`config.mk`:
```
export PLATFORM = sky130hd
export DESIGN_NAME = dmem_arbiter
export DESIGN_NICKNAME = d
export VERILOG_FILES = /design/src/rtl/dmem_arbiter.sv
export SDC_FILE = /design/constraint.sdc
export NUM_CORES = 1
export LEC_CHECK = 0
export BUFFER_PORTS_ARGS = -buffer_cell sky130_fd_sc_hd__buf_2
export CAP_MARGIN = 25
export CORE_AREA = 2 2 116 118
export CTS_BUF_LIST = sky130_fd_sc_hd__clkbuf_8
export DETAILED_ROUTE_END_ITERATION = 12
export DIE_AREA = 0 0 118 120
export PLACE_DENSITY = 0.63
export SYNTH_ARGS = -nofsm -noshare
export SYNTH_HDL_FRONTEND = slang
export SYNTH_SLANG_ARGS = --single-unit
```
`constraint.sdc`:
```
create_clock -name clk -period 2.3 [get_ports clk]
set_input_delay 0.345 -clock clk [delete_from_list [all_inputs] [get_ports clk]]
set_output_delay 0.345 -clock clk [all_outputs]
set_load 0.01 [all_outputs]
```
`src/rtl/dmem_arbiter.sv`:
```
// Two-port data-memory arbiter: CPU MEM stage (port 0) vs DMA/loader (port 1).
// Round-robin arbitration with bounded locked bursts and 1-cycle load return.
module dmem_arbiter #(
    parameter int unsigned BURST_MAX = 4
) (
    input  logic        clk,
    input  logic        reset,
    input  logic        req0,
    input  logic        req1,
    input  logic        we0,
    input  logic        we1,
    input  logic        lock0,
    input  logic        lock1,
    input  logic [31:0] addr0,
    input  logic [31:0] addr1,
    input  logic [31:0] wdata0,
    input  logic [31:0] wdata1,
    output logic        gnt0,
    output logic        gnt1,
    output logic        rvalid0,
    output logic        rvalid1,
    output logic [31:0] rdata0,
    output logic [31:0] rdata1,
    output logic [31:0] mem_address,
    output logic [31:0] mem_write_data,
    output logic        mem_write,
    input  logic [31:0] mem_read_data
);

    typedef enum logic [1:0] {
        IDLE,
        OWN0,
        OWN1
    } state_e;

    localparam logic [2:0] BMAX = 3'(BURST_MAX);

    state_e      state_q, state_d;
    logic        rr_q, rr_d;
    logic [1:0]  bcnt_q, bcnt_d;
    logic        rvalid0_q, rvalid1_q;
    logic [31:0] rdata0_q, rdata1_q;

    logic        g0, g1;
    logic        ld0, ld1;
    logic [2:0]  bnext;
    logic        room;

    // Owner keeps the port only while it keeps requesting.
    always_comb begin
        g0 = 1'b0;
        g1 = 1'b0;
        if (!reset) begin
            if (state_q == OWN0 && req0) begin
                g0 = 1'b1;
            end else if (state_q == OWN1 && req1) begin
                g1 = 1'b1;
            end else if (req0 && req1) begin
                g0 = ~rr_q;
                g1 = rr_q;
            end else begin
                g0 = req0;
                g1 = req1;
            end
        end
    end

    assign bnext = {1'b0, bcnt_q} + 3'd1;
    assign room  = (bnext < BMAX);
    assign ld0   = g0 & ~we0;
    assign ld1   = g1 & ~we1;

    always_comb begin
        state_d = IDLE;
        bcnt_d  = 2'd0;
        rr_d    = rr_q;
        if (g0) begin
            if (lock0 && room) begin
                state_d = OWN0;
                bcnt_d  = bnext[1:0];
            end else begin
                rr_d = 1'b1;
            end
        end else if (g1) begin
            if (lock1 && room) begin
                state_d = OWN1;
                bcnt_d  = bnext[1:0];
            end else begin
                rr_d = 1'b0;
            end
        end
    end

    always_ff @(posedge clk) begin
        if (reset) begin
            state_q   <= IDLE;
            rr_q      <= 1'b0;
            bcnt_q    <= 2'd0;
            rvalid0_q <= 1'b0;
            rvalid1_q <= 1'b0;
            rdata0_q  <= 32'd0;
            rdata1_q  <= 32'd0;
        end else begin
            state_q   <= state_d;
            rr_q      <= rr_d;
            bcnt_q    <= bcnt_d;
            rvalid0_q <= ld0;
            rvalid1_q <= ld1;
            if (ld0) begin
                rdata0_q <= mem_read_data;
            end
            if (ld1) begin
                rdata1_q <= mem_read_data;
            end
        end
    end

    assign gnt0           = g0;
    assign gnt1           = g1;
    assign mem_address    = g1 ? addr1 : addr0;
    assign mem_write_data = g1 ? wdata1 : wdata0;
    assign mem_write      = (g0 & we0) | (g1 & we1);

    // A return pending into a reset cycle is dropped, not delivered.
    assign rvalid0 = rvalid0_q & ~reset;
    assign rvalid1 = rvalid1_q & ~reset;
    assign rdata0  = rdata0_q;
    assign rdata1  = rdata1_q;

endmodule

```
==> impl_metrics.ini <==
[cts]
cts_buffer_depth = 2
clk_pin_slew_ns = 0.08
cts_root_buffer = clkbuf_8
numCtsBuffers = 9
cts_hold_buffers = 0
htreeDepth = 3
cts.sinks = 71
clock_latency_ns = 0.34
cts_tree = yes

[setup_path]
worstPathRequired_ns = 1.96
crit_type = reg2out
reg2reg_slack_ns = 0.57
critical-path-max-stage-delay_ns = 0.34
crit_fanout = 8
arrival_ns = 2.06
cpMaxStageDelayCell = dfxtp_2
cp_common_cell = buf_6
startpoint_type = flip-flop
crit_chain = and2b_2 > a221oi_4 > buf_6 > buf_12 > buf_16 > mux2_4 > buf_6
cp-end-kind = primary output

[routing]
vias = 3738
wirelength_um = 13600
wl_per_cell_um = 16.1
firstDrtPassIters = 4
drc = 0
drtIter0Drc = 178
viasPerCell = 4.43
ant_nets = 0

[sta]
setup_violations = 61
fin_ws_ns = -0.105
fmax_mhz = 416
fin_crit_sh = 1.05
finalMaxSlewViolations = 0
slew_headroom = 0.518
final.min_clock_period_ns = 2.41
finClkSkew_ns = 0.00843
hold_violations = 0
rsz0062_at_grt = yes
tightest_slew_ns = 0.723

[die]
coreArea_um2 = 13000
die_w_um = 118
start_util = 0.268
row_count = 42
die_y_um = 120
die_area_um2 = 14200
ios = 301

[power]
totalPowerFinal_mw = 3.12
power_leakage_nw = 3.17
power.density_nw_per_um2 = 500
max-vdd-ir-drop_mv = 0.199

[synthesis]
netlist_area_um2 = 3480
synth_ff_type = dfxtp_1
synth_fa_ha_area_frac = 0.00360
synthCells = 350
synth_area_per_cell_um2 = 9.94
synthArstFlopShare = 0
synth_nets = 519
synth_xor_area_frac = 0
synth_compound_area_frac = 0.0712
synth_top_family_by_area = multiplexers
synthDistinctLibCells = 29
synth-edff-count = 0
ys_seq_elements = 71
yosysWarnings = 0
synthMuxAreaShare = 0.311
synth_seq_area_share = 0.408
synthSimpleGateAreaFrac = 0.162

[place]
dp_hpwl_um = 9090
port-buffer-count = 300
gp_congestion = 0.874
place_area_um2 = 5170

[status]
status = finished with violations
violations = setup timing

[grt]
track_usage = 0.178
grt_overflow = 0
antenna_found_initial = 2
grt_max_degree = 67
grt_pass1_vias = 3772
grt_pass1_wl_um = 19900

[layout]
fin_util = 0.481
syn_to_final_growth_pct = 79.4
drive_above_1_share = 0.623
stdcell_area_um2 = 6240
final_nets = 830

[job]
drv_cap = 0

[hold_path]
min_path_type = in2reg
## final cells by class
class | count | area (um2)
Fill cell | 1268 | 6740
Timing Repair Buffer | 324 | 2260
Multi-Input combinational cell | 251 | 2150
Sequential cell | 71 | 1420
Tap cell | 176 | 220
Clock buffer | 9 | 124
Clock inverter | 7 | 40.0
Inverter | 4 | 15.0
Antenna cell | 2 | 5.00
## state kept, by name, summed over array words and instances, names as in the netlist
name,flops
bcnt_q,2
rdata0,32
rdata1,32
rr_q,1
rvalid0_q,1
rvalid1_q,1
state_q,2
## metrics by stage
step / setup slack (ns) / hold WS (ns) / cells / TNS (ns)
6_report: -0.105 / 0.210 / 844 / -3.52
5_1_grt: -0.172 / 0.194 / 844 / -7.79
4_1_cts: -0.148 / 0.186 / 839 / -5.67
3_5_place_dp: 0.0733 / 0.425 / 810 / 0
3_3_place_gp: 0.0796 / 0.421 / 810 / 0
2_1_floorplan: 0.371 / 0.404 / 350 / 0
## where the power goes
group          switching, mW  total [mW]  leakage (nW)  internal [mW]
combinational          0.393       0.948          2.50          0.555
sequential            0.0257        1.32         0.580           1.29
clock                  0.473       0.857        0.0904          0.383
## kinds of logic (layout without fill, tap and decap cells)
| group | count (synthesis) | in the layout |
|---|---|---|
| other | 0 | 2 |
| AOI/OAI and AO/OA | 40 | 40 |
| and+or+nand+nor | 114 | 114 |
| buffers and inverters | 28 | 344 |
| adders and majority gates | 1 | 1 |
| DFF | 71 | 71 |
| muxes | 96 | 96 |
## cell usage after synthesis (2+ instances only)
cell type | number | area (um2)
dfxtp_1 | 71 | 1420
mux2_1 | 45 | 507
a221oi_2 | 2 | 30.0
nor2b_1 | 35 | 219
nor3_1 | 2 | 10.0
buf_2 | 5 | 25.0
buf_6 | 5 | 56.3
nand2_1 | 65 | 244
a21oi_1 | 32 | 160
clkbuf_1 | 11 | 41.3
inv_1 | 3 | 11.3
nand2b_1 | 6 | 37.5
mux2_2 | 51 | 574
buf_1 | 2 | 7.51
## routing by layer
layer	GRT usage	vias up	routed length, um
li1	-	1821	-
met1	0.199	1750	5300
met2	0.332	153	7370
met3	0.0328	14	741
met4	0.0745	0	179
met5	0	-	0
## worst max-delay path, delay by kind of cell (launching register included)
family,cells,cell delay [ns]
muxes,1,0.31
AOI/OAI and AO/OA,1,0.27
buffers and inverters,4,0.56
and+or+nand+nor,1,0.24
DFF,1,0.34
## path summary, 6_finish.rpt
path | startpoint | to | cells past startpoint
setup / recovery | rr_q | mem_address[26] | 7
hold / removal | we1 | rvalid1_q | 2
setup reg to reg | state_q[0] | rdata0[0] | 6
hold reg to reg | bcnt_q[0] | bcnt_q[0] | 1
## cell usage in the layout (no fill, tap or decap), types with 2 or more instances in the layout
master | synthesis | layout
a21oi_1 | 32 | 32
a221oi_4 | 0 | 2
buf_12 | 0 | 4
buf_16 | 0 | 5
buf_2 | 5 | 241
buf_4 | 1 | 9
buf_6 | 5 | 62
clkbuf_16 | 0 | 3
clkbuf_8 | 0 | 9
clkinv_2 | 0 | 4
dfxtp_1 | 71 | 69
dfxtp_2 | 0 | 2
diode_2 | 0 | 2
inv_1 | 3 | 4
mux2_1 | 45 | 29
mux2_2 | 51 | 8
mux2_4 | 0 | 59
nand2_1 | 65 | 65
nand2b_1 | 6 | 6
nor2b_1 | 35 | 35
nor3_1 | 2 | 2
## what timing repair did
item                       in CTS  in global routing
setup endpoints to repair      65                 65
gates resized for setup        99                 31
buffers inserted                7                  1
gates cloned                    6                  3
pin swaps                       1                  1
No activity file was read; power rests on OpenSTA's default activity.
